`config.mk`:
```
export PLATFORM = sky130hd
export DESIGN_NAME = instr_encoder
export DESIGN_NICKNAME = d
export VERILOG_FILES = /design/src/rtl/instr_encoder.sv
export SDC_FILE = /design/constraint.sdc
export NUM_CORES = 1
export LEC_CHECK = 0
export ABC_AREA = 1
export ABC_CLOCK_PERIOD_IN_PS = 5300
export CORE_ASPECT_RATIO = 0.6
export CORE_MARGIN = 5
export CORE_UTILIZATION = 38
export DETAILED_ROUTE_END_ITERATION = 10
export PLACE_DENSITY = 0.76
export SYNTH_ARGS = -nofsm -noshare
export SYNTH_HDL_FRONTEND = slang
export SYNTH_SLANG_ARGS = --single-unit
```
`constraint.sdc`:
```
create_clock -name clk -period 5.3 [get_ports clk]
set_clock_uncertainty 0.2 [all_clocks]
set_input_delay 0.795 -clock clk [delete_from_list [all_inputs] [get_ports clk]]
set_output_delay 0.795 -clock clk [all_outputs]
set_load 0.03 [all_outputs]
```
`src/rtl/instr_encoder.sv`:
```
// RV32I instruction encoder: packs instruction fields into 32-bit words behind a
// one-deep registered output stage and tags each word with an incrementing byte address.
module instr_encoder #(
  parameter int unsigned       ADDR_W    = 32,
  parameter logic [ADDR_W-1:0] BASE_ADDR = '0
) (
  input  logic              clk,
  input  logic              rst,
  input  logic              clear,
  input  logic              in_valid,
  output logic              in_ready,
  input  logic [2:0]        in_class,
  input  logic [2:0]        in_func3,
  input  logic [6:0]        in_func7,
  input  logic [4:0]        in_rd,
  input  logic [4:0]        in_rs1,
  input  logic [4:0]        in_rs2,
  input  logic [31:0]       in_imm,
  output logic              out_valid,
  input  logic              out_ready,
  output logic [31:0]       out_instr,
  output logic [ADDR_W-1:0] out_addr,
  output logic [15:0]       out_count,
  output logic              err_illegal,
  output logic              err_range
);

  localparam logic [2:0] CLS_LOAD   = 3'd0;
  localparam logic [2:0] CLS_ALUI   = 3'd1;
  localparam logic [2:0] CLS_STORE  = 3'd2;
  localparam logic [2:0] CLS_R      = 3'd3;
  localparam logic [2:0] CLS_BRANCH = 3'd4;
  localparam logic [2:0] CLS_JAL    = 3'd5;

  localparam logic [6:0] OP_LOAD   = 7'b0000011;
  localparam logic [6:0] OP_ALUI   = 7'b0010011;
  localparam logic [6:0] OP_STORE  = 7'b0100011;
  localparam logic [6:0] OP_R      = 7'b0110011;
  localparam logic [6:0] OP_BRANCH = 7'b1100011;
  localparam logic [6:0] OP_JAL    = 7'b1101111;

  logic              out_valid_q, out_valid_d;
  logic [31:0]       out_instr_q, out_instr_d;
  logic [ADDR_W-1:0] out_addr_q, out_addr_d;
  logic [ADDR_W-1:0] next_addr_q, next_addr_d;
  logic [15:0]       count_q, count_d;
  logic              err_illegal_q, err_illegal_d;
  logic              err_range_q, err_range_d;

  logic [31:0] instr_c;
  logic        legal_c;
  logic        range_ok_c;
  logic        imm12_ok_c;
  logic        imm13_ok_c;
  logic        imm21_ok_c;
  logic        accept_c;
  logic        emit_c;

  // An immediate fits when every bit above the field's sign bit equals the sign bit.
  assign imm12_ok_c = (&in_imm[31:11]) | ~(|in_imm[31:11]);
  assign imm13_ok_c = ((&in_imm[31:12]) | ~(|in_imm[31:12])) & ~in_imm[0];
  assign imm21_ok_c = ((&in_imm[31:20]) | ~(|in_imm[31:20])) & ~in_imm[0];

  always_comb begin
    instr_c    = '0;
    legal_c    = 1'b1;
    range_ok_c = 1'b1;
    case (in_class)
      CLS_LOAD: begin
        instr_c    = {in_imm[11:0], in_rs1, in_func3, in_rd, OP_LOAD};
        range_ok_c = imm12_ok_c;
      end
      CLS_ALUI: begin
        instr_c    = {in_imm[11:0], in_rs1, in_func3, in_rd, OP_ALUI};
        range_ok_c = imm12_ok_c;
      end
      CLS_STORE: begin
        instr_c    = {in_imm[11:5], in_rs2, in_rs1, in_func3, in_imm[4:0], OP_STORE};
        range_ok_c = imm12_ok_c;
      end
      CLS_R: begin
        instr_c = {in_func7, in_rs2, in_rs1, in_func3, in_rd, OP_R};
      end
      CLS_BRANCH: begin
        instr_c    = {in_imm[12], in_imm[10:5], in_rs2, in_rs1, in_func3,
                      in_imm[4:1], in_imm[11], OP_BRANCH};
        range_ok_c = imm13_ok_c;
      end
      CLS_JAL: begin
        instr_c    = {in_imm[20], in_imm[10:1], in_imm[11], in_imm[19:12], in_rd, OP_JAL};
        range_ok_c = imm21_ok_c;
      end
      default: legal_c = 1'b0;
    endcase
  end

  assign in_ready = ~clear & (~out_valid_q | out_ready);
  assign accept_c = in_valid & in_ready;
  assign emit_c   = accept_c & legal_c & range_ok_c;

  // Output stage, address/count bookkeeping and sticky errors; clear overrides all.
  always_comb begin
    out_valid_d   = out_valid_q;
    out_instr_d   = out_instr_q;
    out_addr_d    = out_addr_q;
    next_addr_d   = next_addr_q;
    count_d       = count_q;
    err_illegal_d = err_illegal_q;
    err_range_d   = err_range_q;
    if (clear) begin
      out_valid_d   = 1'b0;
      next_addr_d   = BASE_ADDR;
      count_d       = '0;
      err_illegal_d = 1'b0;
      err_range_d   = 1'b0;
    end else begin
      if (emit_c) begin
        out_valid_d = 1'b1;
        out_instr_d = instr_c;
        out_addr_d  = next_addr_q;
        next_addr_d = next_addr_q + ADDR_W'(4);
        count_d     = (count_q == 16'hFFFF) ? count_q : count_q + 16'd1;
      end else if (out_valid_q & out_ready) begin
        out_valid_d = 1'b0;
      end
      if (accept_c & ~legal_c) err_illegal_d = 1'b1;
      if (accept_c & legal_c & ~range_ok_c) err_range_d = 1'b1;
    end
  end

  always_ff @(posedge clk or posedge rst) begin
    if (rst) begin
      out_valid_q   <= 1'b0;
      out_instr_q   <= '0;
      out_addr_q    <= BASE_ADDR;
      next_addr_q   <= BASE_ADDR;
      count_q       <= '0;
      err_illegal_q <= 1'b0;
      err_range_q   <= 1'b0;
    end else begin
      out_valid_q   <= out_valid_d;
      out_instr_q   <= out_instr_d;
      out_addr_q    <= out_addr_d;
      next_addr_q   <= next_addr_d;
      count_q       <= count_d;
      err_illegal_q <= err_illegal_d;
      err_range_q   <= err_range_d;
    end
  end

  assign out_valid   = out_valid_q;
  assign out_instr   = out_instr_q;
  assign out_addr    = out_addr_q;
  assign out_count   = count_q;
  assign err_illegal = err_illegal_q;
  assign err_range   = err_range_q;

endmodule

```
* Word level (Yosys, flattened, before mapping) *
Cells that the tools add are included.

storage, ports and cells
  bits in registers = 115
  word-level logic and storage cells = 67

operators by class
  $add $sub $neg = 2
  equal/unequal tests = 7
  muxes and demuxes = 15
  bitwise logic cells = 21
  reductions and logical operators = 15

operators by type and width
  cell                                                                    number
  32-bit one-hot mux with 6 select lines                                  1
  32-bit 2-to-1 mux                                                       2
  16-bit 2-to-1 mux                                                       3
  32-bit by 3-bit adder with 32-bit output (second input constant)        1
  21-bit AND reduction                                                    1
  21-bit OR reduction                                                     1
  20-bit AND reduction                                                    1
  20-bit OR reduction                                                     1
  16-bit by 1-bit adder with 16-bit output (second input constant)        1
  16-bit equality test (second input constant)                            1
  12-bit AND reduction                                                    1
  12-bit OR reduction                                                     1
  1-bit AND                                                               9
  1-bit 2-to-1 mux                                                        8
  1-bit NOT                                                               8
  3-bit by 2-bit equality test with 1-bit output (second input constant)  2
  3-bit equality test (second input constant)                             2
  2-bit nonzero test                                                      3
  6-bit OR reduction                                                      1
  1-bit OR                                                                4
  2-bit AND reduction                                                     2
  3-bit by 1-bit equality test with 1-bit output (second input constant)  1
  3-bit zero test                                                         1
  1-bit one-hot mux with 3 select lines                                   1
  3 further kinds                                                         3

* Longest topological paths before layout *
Gate-level depths: netlist (run 1).

  word-level depth = 9
  gate-level depth with buffers = 15
  depth with buffers taken out = 14

* Least setup slack after synthesis (run 1) *
OpenSTA, ideal clock, no wires.

  kind = input -> register
  start point = input out_ready
  end point = register next_addr_q[21]
  library setup time = 0.076 ns
  arrival time = 2.280 ns
  required time = 5.024 ns
  path slack = 2.744 ns
  cell stages on the path = 10
  path buffers = 2
  cell sequence = inv_1 a21oi_1 nand2_1 nor2_1 nand2_4 nand2_4 buf_6 buf_4 nand2_1 o21ai_1

between the ends
  longest elaborated chain between the ends = 6

ends and longest elaborated chain
  what                          RTL line  RTL
  start, declared               20        input logic out_ready,
  1-bit OR                      97        assign in_ready = ~clear & (~out_valid_q | out_ready);
  1-bit AND                     97
  net in_ready                  11        output logic in_ready,
  1-bit AND                     98        assign accept_c = in_valid & in_ready;
  1-bit AND (2 in a row)        99        assign emit_c = accept_c & legal_c & range_ok_c;
  2-bit nonzero test (no line)  --
  end signal, assigned          144       next_addr_q <= next_addr_d;
  end, declared                 45        logic [ADDR_W-1:0] next_addr_q, next_addr_d;

The timed path passes the listed nets, and every way through them passes these cells.
A chain may end at the register's enable or synchronous reset.

* Worst setup path in the final report (run 1) *
  start point = input in_class[2]
  end point = register count_q[9] (netlist: out_count[9])

between the ends
  longest elaborated chain between the ends = 7
  elaborated cells between the ends (all ways) = 14
  classes of those cells = eq/ne (5); mux (2); bitwise (2); reduce/logical (5)

ends and longest elaborated chain
  what                                         RTL line  RTL
  start, declared                              12        input logic [2:0] in_class,
  3-bit equality test (tied with other cells)  68        case (in_class)
  6-bit OR reduction (no line)                 --
  1-bit 2-to-1 mux                             68
  1-bit AND                                    99
  1-bit AND *                                  99
  2-bit nonzero test (no line) *               --
  2-bit AND reduction (no line) *              --
  end signal, assigned                         145       count_q <= count_d;
  end, declared                                46        logic [15:0] count_q, count_d;

Every way passes the cells marked *; elsewhere a longest branch is shown, timed or not.

==> qor.txt, run 1 <==
final worst path period need = 3.526 ns
flop-to-flop setup slack = 2.66 ns
worst-skew pair later-pin latency = 0.35 ns
most numerous cell in the Yosys netlist = nand2_1
CTS Sinks = 109
Slew Viols, Final = 0
Bufs on Longest Clock Path = 2
number of global-route vias before repair = 5342
DP Cell Count = 1153
DR WL/cell = 14.96 um
Max Fclk = 0.2836 GHz
critical-path cell list = clkdlybuf4s50_1 -> inv_2 -> nand2_2 -> nor2_4 -> inv_2 -> nand2_1 -> nand2_1 -> nand3_2 -> nand2_4 -> nand2_4 -> nand2_4 -> nand2_1 -> nand2_1
Residual DRC = 0
hold_buf cts = 0
Antenna diodes = 0
Fill cells = 1488
Die ar. = 0.01879 mm^2
post-synthesis async set-or-reset flop share = 100.0%
post-route ant nets = 0
largest net degree at the start of global routing = 79
Final HPWL DP = 13.30 mm
slew margin rel. = 32.64%
Largest stage delay, worst path = 0.60 ns
Yosys warnings = 0
die height = 108.2 um
FP Rows = 35
Reg clk slew, reported paths = 0.07 ns
Crit Path Max Fanout = 65
Layout Nets = 1032
Vias = 5873
initial antenna violation count = 0
GP Congestion = 0.9065
vias per cell = 5.024
power density over the cells = 278.1 mW/mm^2
total clock buffers created by CTS = 9
cell taking the most area after synthesis = dfrtp_1
I/O Pins = 149
Syn Inst Count = 833
final cell count without fillers = 1169
Yosys reg bits = 109
Core Footprint = 0.01555 mm^2
Req. time, crit path = 5.33 ns
global route total overflow = 0
cell mode on critical path = nand2_1
Layout Cell Area excl Fill = 0.007960 mm^2
pre-CTS setup slack = 1.430 ns
TritonCTS clock tree = yes
critical path launch point type = primary input
Hold Vio Cnt, Final = 0
root buf cell = clkbuf_16
Yosys top cell area share = 44.65%
final setup margin = 1.774 ns
Critical path buffers and inverters = 3
Initial Util = 39.29%
Yosys cell types = 33
Slowest cell on crit path = nand2_4
CP Class = in2reg
HP Class = reg2reg
placed cell areas = 0.007631 mm^2
top cells by area, synth = dfrtp_1 45%, nand2_1 18%, nor2_1 5.8%
Worst EP arrival = 3.56 ns
Avg Cell Area, Syn = 7.333 um^2
Worst Setup End Kind = register
Area growth, synth to finish = 30.32%
GRT Util Overall = 18.64%
first-pass GRT wire length = 28.36 mm
worst slew pin tran = 1.003 ns
port buffer count = 146
drt initial violations = 559
outcome = complete, no violations
register area share after synthesis = 44.65%
max cap viols = 0
Pleak = 3.466 nW
Finished Core Util = 51.20%
Die W = 173.7 um
post-CTS sizing = 0
Post-Syn Area = 0.006108 mm^2
top_reg_cell synth = dfrtp_1
first drt pass iteration count = 5
worst vdd ir = 144.2 uV
most frequent cells after synthesis = 299 x nand2_1, 109 x dfrtp_1, 95 x nor2_1
Routed Wire Length = 17.49 mm
final period utilization = 66.54%
setup bufs post-CTS = 0
setup_tns = 0 ns
Post-synth EDFFs = 0
H-tree lvl count = 3
CP top delay family = simple AND/OR/NAND/NOR gates
final setup violation count = 0
RSZ-0062 raised after global routing = false
share of layout cells above drive strength 1 = 3.830%
## flip-flops by register name, summed over array words and instances (netlist names)
signal,count
out_count,16
out_valid,1
err_illegal,1
next_addr_q,30
err_range,1
out_addr,30
out_instr,30
## worst min-delay path, delay by kind of cell (launching register included)
kind | cells | cell delay, ns
flip-flops | 1 | 0.34
AND/OR/NAND/NOR | 2 | 0.11
## stage by stage
stage               hold WS, ns  power (mW)
floorplan                0.3254       1.250
global placement         0.2622       1.494
detailed placement       0.2654       1.497
CTS                      0.2839       2.237
global route             0.3049       2.322
finish                   0.2845       2.214
## cells in the final DEF (no fill, tap or decap), types with 3 or more instances in the layout
| cell | count |
|---|---|
| buf_4 | 3 |
| a21oi_1 | 8 |
| clkbuf_16 | 9 |
| nor2_4 | 4 |
| dfrtp_1 | 109 |
| o21ai_1 | 28 |
| nand2_4 | 4 |
| o21ai_0 | 62 |
| nand4_1 | 7 |
| clkdlybuf4s50_1 | 146 |
| ha_1 | 6 |
| nor2_1 | 95 |
| nand2_2 | 3 |
| inv_2 | 3 |
| nor3b_1 | 3 |
| nor3_1 | 23 |
| nand3_1 | 37 |
| xor2_1 | 30 |
| inv_1 | 62 |
| nand2_1 | 299 |
## path summary, 6_finish.rpt
kind / from / end / cells past startpoint
max: in_class[2] / out_count[9]$_DFFE_PP0P_ / 13
min: out_instr[15]$_DFFE_PP0P_ / out_instr[15]$_DFFE_PP0P_ / 2
max reg2reg: out_valid$_DFFE_PP0P_ / out_count[9]$_DFFE_PP0P_ / 8
min reg2reg: out_instr[15]$_DFFE_PP0P_ / out_instr[15]$_DFFE_PP0P_ / 2
max in group asynchronous: rst / next_addr_q[2]$_DFFE_PP0P_ / 3
min in group asynchronous: rst / out_instr[24]$_DFFE_PP0P_ / 2
## cells by family (layout without fill, tap and decap cells)
| kind of cell | Yosys count | in the layout | share of synthesized area (%) |
|---|---|---|---|
| AO/OA/AOI/OAI | 104 | 104 | 8.726 |
| XOR/XNOR | 32 | 32 | 4.588 |
| AND/OR/NAND/NOR | 481 | 481 | 33.00 |
| other | 1 | 2 | 0.06139 |
| adder cells (fa/ha/maj) | 6 | 6 | 1.229 |
| buffers and inverters | 100 | 232 | 7.743 |
| flip-flops | 109 | 109 | 44.65 |
## where the power goes
part | internal [mW] | switching [mW]
Combinational | 0.211 | 0.320
Sequential | 0.903 | 0.0444
Clock | 0.421 | 0.314
Total | 1.54 | 0.679
## area by class of cell
type / instances / area [um^2] / share of cell area, %
clock buffer: 9 / 225.2 / 2.829
clock inverter: 7 / 103.9 / 1.305
multi-input combinational: 625 / 2912 / 36.58
sequential: 109 / 2728 / 34.27
tap: 203 / 254.0 / 3.191
timing repair buffer: 149 / 1484 / 18.64
inverter: 67 / 254.0 / 3.191
## routing by layer
metal  track usage [%]  vias to the layer above  share of wire (%)
met5                 0                        -                  0
met4             2.710                        0               0.76
met3             5.171                       18                8.6
met2             24.95                      229                 39
met1             29.91                     2732                 52
li1                  -                     2894                  -
Power figures use the tool's default switching activity.
==> inputs of run 2 (changes only) <==
--- a/config.mk
+++ b/config.mk
@@ -6,12 +6,12 @@
 export NUM_CORES = 1
 export LEC_CHECK = 0
 export ABC_AREA = 1
-export ABC_CLOCK_PERIOD_IN_PS = 5300
+export ABC_CLOCK_PERIOD_IN_PS = 3090
 export CORE_ASPECT_RATIO = 0.6
 export CORE_MARGIN = 5
 export CORE_UTILIZATION = 38
 export DETAILED_ROUTE_END_ITERATION = 10
-export PLACE_DENSITY = 0.76
+export PLACE_DENSITY = 0.79
 export SYNTH_ARGS = -nofsm -noshare
 export SYNTH_HDL_FRONTEND = slang
 export SYNTH_SLANG_ARGS = --single-unit
==> constraint.sdc (replaced) <==
create_clock -name clk -period 3.09 [get_ports clk]
set_clock_uncertainty 0.2 [all_clocks]
set_input_delay 0.4635 -clock clk [delete_from_list [all_inputs] [get_ports clk]]
set_output_delay 0.4635 -clock clk [all_outputs]
set_load 0.03 [all_outputs]
==> run 2 against run 1 <==
Against the previous run: final area up 0.79%; hold slack lost 0.0019 ns; critical path depth down 2; cell count rose by 0.60%; die area unchanged.
==> qor.txt, run 2 (synthesis gave the netlist of run 1 again) <==
outcome = complete, no violations
RSZ-0062 raised after global routing = false
Worst Setup End Kind = register
Initial Util = 39.29%
CTS Sinks = 109
CP Class = in2reg
hold_buf cts = 0
DP Cell Count = 1160
Layout Cell Area excl Fill = 0.008023 mm^2
worst-skew pair later-pin latency = 0.35 ns
Area growth, synth to finish = 31.34%
Pleak = 3.502 nW
setup bufs post-CTS = 0
worst slew pin tran = 0.6841 ns
largest net degree at the start of global routing = 63
FP Rows = 35
Die W = 173.7 um
Worst EP arrival = 2.68 ns
H-tree lvl count = 3
initial antenna violation count = 0
final worst path period need = 2.654 ns
final setup violation count = 0
Slew Viols, Final = 0
Bufs on Longest Clock Path = 2
Sw Ratio = 30.82%
most frequent cells in the layout = 299 x nand2_1, 145 x clkdlybuf4s50_1, 109 x dfrtp_1
DR WL/cell = 14.89 um
slew margin rel. = 54.30%
flop-to-flop setup slack = 0.89 ns
Hold Vio Cnt, Final = 0
GP Congestion = 0.9058
Antenna diodes = 0
Clk pwr share = 31.6%
die height = 108.2 um
post-route ant nets = 0
total clock buffers created by CTS = 9
Core Footprint = 0.01555 mm^2
Reg clk slew, reported paths = 0.07 ns
P_sw = 1.147 mW
Die ar. = 0.01879 mm^2
I/O Pins = 149
first drt pass iteration count = 5
TritonCTS clock tree = yes
Crit Path Max Fanout = 62
port buffer count = 146
drt initial violations = 474
Seq pwr share = 43.6%
share of layout cells above drive strength 1 = 4.522%
commonest non-fill, non-tap cell in the layout = nand2_1
post-CTS sizing = 0
global route total overflow = 0
final cell count without fillers = 1176
first-pass GRT wire length = 28.37 mm
Residual DRC = 0
setup_tns = 0 ns
worst vdd ir = 258.0 uV
Layout Nets = 1039
power density over the cells = 464.0 mW/mm^2
GRT Util Overall = 18.65%
critical path launch point type = primary input
Power Internal = 2.575 mW
Gate power share = 24.8%
Vias = 5807
final period utilization = 85.88%
HP Class = reg2reg
Max Fclk = 0.3769 GHz
Req. time, crit path = 3.12 ns
max cap viols = 0
number of global-route vias before repair = 5337
Final HPWL DP = 13.26 mm
placed cell areas = 0.007720 mm^2
vias per cell = 4.938
Routed Wire Length = 17.52 mm
root buf cell = clkbuf_16
==> run 2: area by class of cell <==
class,count,area [um^2]
fill,1509,7523
multi-input combinational,625,2912
sequential,109,2728
timing repair buffer,156,1572
inverter,67,255.2
tap,203,254.0
clock buffer,11,242.7
clock inverter,5,60.06
==> run 2: routing by layer <==
| metal | global-route usage (%) | vias to the layer above | routed length [um] |
|---|---|---|---|
| li1 | - | 2902 | - |
| met4 | 3.275 | 0 | 150 |
| met2 | 25.20 | 193 | 6863 |
| met1 | 29.31 | 2698 | 8946 |
| met5 | 0 | - | 0 |
| met3 | 5.486 | 14 | 1555 |
==> run 2: power groups by stage <==
stage / combinational (mW) / clock, mW / sequential (mW)
2_1_floorplan: 0.257 / 0 / 1.89
3_3_place_gp: 0.922 / 0 / 1.65
3_5_place_dp: 0.929 / 0 / 1.65
4_1_cts: 0.930 / 1.21 / 1.63
5_1_grt: 0.988 / 1.26 / 1.64
6_report: 0.922 / 1.18 / 1.62
==> run 2: path summary, 6_finish.rpt <==
check                                          start                           to  cells past startpoint
max in group asynchronous                        rst  next_addr_q[14]$_DFFE_PP0P_                      3
max reg2reg                 out_count[0]$_DFFE_PP0P_     out_count[3]$_DFFE_PP0P_                     11
min reg2reg                out_instr[21]$_DFFE_PP0P_    out_instr[21]$_DFFE_PP0P_                      2
min in group asynchronous                        rst     out_addr[15]$_DFFE_PP0P_                      2
max                                      in_class[1]   next_addr_q[2]$_DFFE_PP0P_                     11
min                        out_instr[21]$_DFFE_PP0P_    out_instr[21]$_DFFE_PP0P_                      2
==> run 2: metrics by stage <==
step                setup slack [ns]  power, mW  hold slack, ns  util, %
finish                        0.4365      3.723          0.2826    51.61
global placement              0.1953      2.569          0.2629    49.66
global route                  0.2116      3.889          0.3036    51.61
CTS                           0.4649      3.768          0.2838    51.61
floorplan                     0.8016      2.145          0.3254        -
detailed placement            0.1125      2.578          0.2645    49.66
==> run 2: critical path, stage by stage <==
cell             delay [ns]
clkdlybuf4s50_1        0.64
inv_2                  0.15
ha_1                   0.22
inv_1                  0.07
nand2_1                0.05
nand2_1                0.10
nand3_2                0.10
nand2_4                0.11
buf_4                  0.46
nor2_1                 0.11
o21bai_1               0.18
==> inputs of run 3 (changes only) <==
==> constraint.sdc (replaced) <==
create_clock -name clk -period 3.09 [get_ports clk]
set_clock_uncertainty 0.2 [all_clocks]
set_input_delay 0.618 -clock clk [delete_from_list [all_inputs] [get_ports clk]]
set_output_delay 0.618 -clock clk [all_outputs]
set_load 0.03 [all_outputs]
==> run 3 against run 2 <==
Against the previous run: power is 3.0% higher; combinational power about the same; first-iteration DRC count rose by 8.0%; utilization is 0.43 points higher; sequential power about the same; critical path depth shrank 1; critical path type unchanged; largest cell class unchanged.
==> qor.txt, run 3 (synthesis gave the netlist of run 1 again) <==
final period utilization = 83.28%
initial antenna violation count = 0
H-tree lvl count = 3
DR WL/cell = 14.69 um
Critical path destination = out_addr[21]$_DFFE_PP0P_
share of layout cells above drive strength 1 = 4.918%
slew margin rel. = 59.31%
Area growth, synth to finish = 32.43%
Bufs on Longest Clock Path = 2
path depth of the worst reg2reg path = 11
commonest non-fill, non-tap cell in the layout = nand2_1
CP Class = in2reg
Worst Setup End Kind = register
Initial Util = 39.29%
vias per cell = 4.918
worst slew pin tran = 0.6081 ns
setup bufs post-CTS = 0
RSZ-0062 raised after global routing = false
Reg clk slew, reported paths = 0.08 ns
total clock buffers created by CTS = 9
Critical path buffers and inverters = 4
flop-to-flop setup slack = 0.87 ns
Crit Path Max Fanout = 42
max cap viols = 0
Worst EP arrival = 2.59 ns
Core Footprint = 0.01555 mm^2
Final HPWL DP = 13.10 mm
die height = 108.2 um
Layout Nets = 1042
worst vdd ir = 286.5 uV
GP Congestion = 0.9440
Largest stage delay, worst path = 0.65 ns
first drt pass iteration count = 5
Residual DRC = 0
hold_buf cts = 0
critical-path cell list = clkdlybuf4s50_1 -> inv_2 -> ha_1 -> inv_1 -> nand2_1 -> nand2_1 -> nand3_2 -> nand2_4 -> buf_4 -> o21ai_0
cell mode on critical path = nand2_1
Hold Vio Cnt, Final = 0
post-CTS sizing = 0
final cell count without fillers = 1179
TritonCTS clock tree = yes
R2R Path Start = out_count[0]$_DFFE_PP0P_
power density over the cells = 473.9 mW/mm^2
GRT Util Overall = 18.40%
root buf cell = clkbuf_16
most frequent cells in the layout = 299 x nand2_1, 145 x clkdlybuf4s50_1, 109 x dfrtp_1
final setup violation count = 0
Die W = 173.7 um
outcome = complete, no violations
FP Rows = 35
CTS Sinks = 109
first-pass GRT wire length = 28.05 mm
DP Cell Count = 1163
Die ar. = 0.01879 mm^2
largest net degree at the start of global routing = 110
final worst path period need = 2.573 ns
Crit. Startpoint = in_class[2]
Routed Wire Length = 17.31 mm
Pleak = 3.531 nW
Antenna diodes = 0
setup_tns = 0 ns
port buffer count = 146
Crit path depth = 10
Crit Reg-Reg Endpoint = out_count[8]$_DFFE_PP0P_
Vias = 5798
global route total overflow = 0
I/O Pins = 149
drt initial violations = 512
Req. time, crit path = 3.10 ns
HP Class = reg2reg
Slew Viols, Final = 0
post-route ant nets = 0
number of global-route vias before repair = 5328
Max Fclk = 0.3886 GHz
worst-skew pair later-pin latency = 0.35 ns
critical path launch point type = primary input
Slowest cell on crit path = clkdlybuf4s50_1
CP top delay family = buffers and inverters
==> run 3: stage by stage <==
stage	power, mW	utilization [%]	cell area, um^2	setup slack (ns)	hold slack (ns)
after CTS	3.877	52.03	8089	0.5525	0.2860
after global routing	4.005	52.03	8089	0.3743	0.3018
final	3.834	52.03	8089	0.5166	0.2825
after global placement	2.571	49.88	7755	0.2463	0.2630
after floorplan	2.145	-	6116	0.7107	0.3254
after detailed placement	2.582	49.88	7755	0.1839	0.2649
==> run 3: cell type report <==
class	count	area (um^2)
Fill cell	1507	7457
Multi-Input combinational cell	625	2912
Sequential cell	109	2728
Timing Repair Buffer	159	1607
Inverter	67	255.2
Tap cell	203	254.0
Clock buffer	10	239.0
Clock inverter	6	95.09
==> run 3: worst min-delay path, delay by kind of cell (launching register included) <==
family / cells / cell delay, ns
flops: 1 / 0.34
simple gates: 2 / 0.11
==> run 3: routing by layer <==
metal	wire length, um	vias up	global-route usage [%]	part of all wire (%)
met1	8824	2667	28.27	51
met4	177	0	3.614	1.0
met2	6789	200	24.98	39
met5	0	-	0	0
li1	-	2913	-	-
met3	1523	18	6.045	8.8
==> run 3: how the worst min path moves through the flow <==
stage                                startpoint                           to  depth (start not counted)
floorplan           next_addr_q[31]$_DFFE_PP0P_  next_addr_q[31]$_DFFE_PP0P_                          2
global placement      out_instr[27]$_DFFE_PP0P_    out_instr[27]$_DFFE_PP0P_                          2
detailed placement    out_instr[17]$_DFFE_PP0P_    out_instr[17]$_DFFE_PP0P_                          2
CTS                   out_instr[17]$_DFFE_PP0P_    out_instr[17]$_DFFE_PP0P_                          2
global route          out_instr[17]$_DFFE_PP0P_    out_instr[17]$_DFFE_PP0P_                          2
finish                out_instr[17]$_DFFE_PP0P_    out_instr[17]$_DFFE_PP0P_                          2
==> run 3: where the power goes <==
group | switching, mW | internal [mW] | total [mW]
clock | 0.545 | 0.740 | 1.29
sequential | 0.0744 | 1.55 | 1.62
combinational | 0.548 | 0.377 | 0.925
==> RTL change 1 (settings of run 2) <==
Register the output `out_count` once more, with the module's reset; this adds one clock of latency there. The other outputs are not delayed to match.
--- a/src/rtl/instr_encoder.sv
+++ b/src/rtl/instr_encoder.sv
@@ -152,5 +152,11 @@
   assign out_instr   = out_instr_q;
   assign out_addr    = out_addr_q;
-  assign out_count   = count_q;
+  always_ff @(posedge clk or posedge rst) begin
+    if (rst) begin
+      out_count <= '0;
+    end else begin
+      out_count <= count_q;
+    end
+  end
   assign err_illegal = err_illegal_q;
   assign err_range   = err_range_q;
Function: changed (Yosys sat finds a counterexample within 4 cycles, from zero or initial values and one cycle with rst high).
==> RTL change 1 against run 2 <==
Clock power up 68%; final area increased by 8.3%; die area is 4.4% higher; total power grew 28%; sequential cell count rose by 16; critical path depth up 2; routed wire length increased by 3.9%; synthesized area up 4.8%; worst setup slack gained 0.13 ns; core utilization rose by 1.4 points; worst hold slack got worse by 0.051 ns; register-to-register slack worse by 0.02 ns; critical path type unchanged; critical endpoint is now next_addr_q[12]$_DFFE_PP0P_; largest cell class is now registers; highest routed layer unchanged.
==> RTL change 1: results (changes against run 2) <==
Comb. pwr -> 938 uW (+2%)
Outcome -> complete, no violations
Share of cells above drive strength 1 -> 0.0692 (+0.0240)
Met2 Usage GRT -> 0.250 (-0.00241)
Met2 routed WL -> 7180 um (+4.6%)
Max stage delay on crit path -> 0.58 ns (-0.06 ns)
Largest net degree at the start of global routing -> 126 (+100%)
Net count, final -> 1051 (+1.2%)
Synth top area cells -> dfrtp_1, nand2_1, nor2_1, o21ai_0, inv_1
Post-Synth XOR/XNOR Area -> 0.0424 (-0.00347)
Netlist cell types -> 37 (+12%)
VDD IR-drop max -> 0.323 mV (+25%)
M1 WL -> 9290 um (+3.9%)
Compound-cell area share of the yosys netlist -> 0.0868 (-0.000473)
NetSw -> 1.41 mW (+23%)
Delay-heaviest family, CP -> simple AND/OR/NAND/NOR gates
First-pass GRT wire length -> 29300 um (+3.2%)
Leakage power -> 3.99 nW (+14%)
Arrival @ worst endpoint -> 2.64 ns (-0.04 ns)
Mapped Cells -> 836 (+0.36%)
Vias in the first global route -> 5468 (+2.5%)
Seq pwr share -> 0.387 (-0.049)
Int Pwr -> 3.35 mW (+30%)
DPL Wire Length -> 13400 um (+1.2%)
Post-Place Cell Area -> 8100 um^2 (+4.9%)
Synth-to-layout area growth -> 35.7%
Register area share after synthesis -> 0.489 (+0.0421)
Met1 Use GR -> 0.290 (-0.00341)
Slew HR -> 0.562 (+0.0189)
DR vias/cell -> 4.79 (-2.9%)
H-tree Lvls -> 4 (+1)
1st-iter DRT viols -> 427 (-9.9%)
CTS buffer count -> 17 (+8)
Met3 WL -> 1590 um (+2.4%)
-- RTL change 1: final timing paths --
kind	startpoint	endpoint	slack (ns)	cells after the start
min in group asynchronous	rst	next_addr_q[26]$_DFFE_PP0P_	0.40	3
hold reg to reg	count_q[15]$_DFFE_PP0P_	out_count[15]$_DFF_PP0_	0.23	0
setup / recovery	in_class[0]	next_addr_q[12]$_DFFE_PP0P_	0.57	13
max in group asynchronous	rst	count_q[8]$_DFFE_PP0P_	1.81	3
hold / removal	count_q[15]$_DFFE_PP0P_	out_count[15]$_DFF_PP0_	0.23	0
setup reg to reg	count_q[1]$_DFFE_PP0P_	count_q[11]$_DFFE_PP0P_	0.87	13
-- RTL change 1: area by class of cell --
cell class,instances,share of cell area
Clock buffer,17,0.0490
Clock inverter,15,0.0186
Inverter,80,0.0350
Sequential cell,125,0.360
Multi-Input combinational cell,601,0.321
Timing Repair Buffer,159,0.184
Tap cell,228,0.0328
==> RTL change 2 (config.mk and constraints of run 2) <==
Without the edit above. The parameter `ADDR_W` goes from 32 to 24.
--- a/src/rtl/instr_encoder.sv
+++ b/src/rtl/instr_encoder.sv
@@ -2,5 +2,5 @@
 // one-deep registered output stage and tags each word with an incrementing byte address.
 module instr_encoder #(
-  parameter int unsigned       ADDR_W    = 32,
+  parameter int unsigned       ADDR_W    = 24,
   parameter logic [ADDR_W-1:0] BASE_ADDR = '0
 ) (
Ports: changed (resized out_addr); port bits go from 149 to 141. The function was not compared with the original's and may differ.
==> RTL change 2 against run 2 <==
Global-route usage is 0.21 points higher; combinational power is 22% lower; worst setup slack better by 0.13 ns; clock power is 5% lower; total power is 14% lower; final area is 12% lower; register-to-register slack worse by 0.08 ns; sequential power is 16% lower; maximum frequency is 5.1% higher; synthesized area is 15% lower; routed wire length is 15% lower; sequential cell count is 16 lower; first-iteration DRC count is 32% lower.
==> RTL change 2: results (changes against run 2) <==
Final sequential cell count -> 93 (-15%)
H-tree Lvls -> 3 (unchanged)
DR vias/cell -> 4.81 (-2.6%)
CTS buffer count -> 9 (unchanged)
DPL Wire Length -> 11400 um (-14%)
R2R Setup Slk -> 0.81 ns (-0.08 ns)
Share of cells above drive strength 1 -> 0.0512 (+0.00597)
Met3 WL -> 1210 um (-22%)
Drt total wl -> 14900 um (-15%)
R2R Path End -> out_count[10]$_DFFE_PP0P_
Hold slack final -> 0.284 ns (+0.00165 ns)
Synth top area cells -> dfrtp_1, nand2_1, o21ai_0, nor2_1, inv_1
Met2 routed WL -> 5830 um (-15%)
Seq pwr share -> 0.425 (-0.011)
Worst slack at placement -> 0.206 ns (+0.0931 ns)
Met1 Use GR -> 0.289 (-0.00420)
Fill count -> 1276 (-15%)
Clock power frac -> 0.351 (+0.035)
Synth cell count leaders -> nand2_1, dfrtp_1, o21ai_0, nor2_1, inv_1
Final RePlAce weighted congestion -> 0.888 (-2.0%)
R2r worst-path depth -> 9 (-2)
Met2 Usage GRT -> 0.258 (+0.00607)
M1 WL -> 7690 um (-14%)
Critical path peak fanout -> 52 (-16%)
Multi-input gate share of total cell area -> 0.351 (-0.0121)
Clock buf/inv share -> 0.0431 (+0.00533)
Net Sw Frac -> 0.298 (-0.0100)
Hold wc startpoint -> out_addr[3]$_DFFE_PP0P_
Multi-input combinational cell count -> 521 (-17%)
Setup WS post-layout -> 0.564 ns (+0.128 ns)
Slew HR -> 0.593 (+0.0503)
Port Buffer Count -> 138 (-5.5%)
Inverters -> 62 (-7.5%)
Met3 Use GR -> 0.0629 (+0.00808)
Buffers outside the clock class -> 148 (-5.1%)
Worst Setup SP -> in_class[2]
Largest net degree at the start of global routing -> 53 (-16%)
VDD IR-drop max -> 0.317 mV (+23%)
Top routing layer in use -> met4
Arrival @ worst endpoint -> 2.59 ns (-0.09 ns)
1st-iter DRT viols -> 321 (-32%)
Post-layout util -> 0.521 (+0.00456)
First-pass GRT wire length -> 24700 um (-13%)
Register area share after synthesis -> 0.449 (+0.00220)
Hold EP -> out_addr[3]$_DFFE_PP0P_
Net count, final -> 906 (-13%)
Register area -> 2330 um^2 (-15%)
Netlist cell types -> 34 (+3.0%)
Vias in the first global route -> 4785 (-10%)
Outcome -> complete, no violations
-- RTL change 2: cell types whose count changed in the layout (fill, tap and decap cells not counted), sizes merged, moves of 2 or more --
cell	delta
a21oi	-5
a31oi	-2
clkdlybuf4s50	-8
dfrtp	-16
inv	-5
nand2	-32
nand3	-6
nand3b	+9
nand4	+5
nor2	-35
nor3	-15
o21ai	-14
xor2	-6
-- RTL change 2: stage by stage --
step	cells	cell area (um^2)
2_1_floorplan	702	5190
5_1_grt	1015	7030
4_1_cts	1015	7030
3_5_place_dp	999	6730
6_report	1015	7030
3_3_place_gp	999	6730
-- RTL change 2: kinds of logic after synthesis --
family / share of synthesized area
AOI/OAI and AO/OA: 0.0808
buffers and inverters: 0.0770
adders and majority gates: 0.0145
xor gates and xnor gates: 0.0439
DFF: 0.449
and+or+nand+nor: 0.334
other: 0.000723
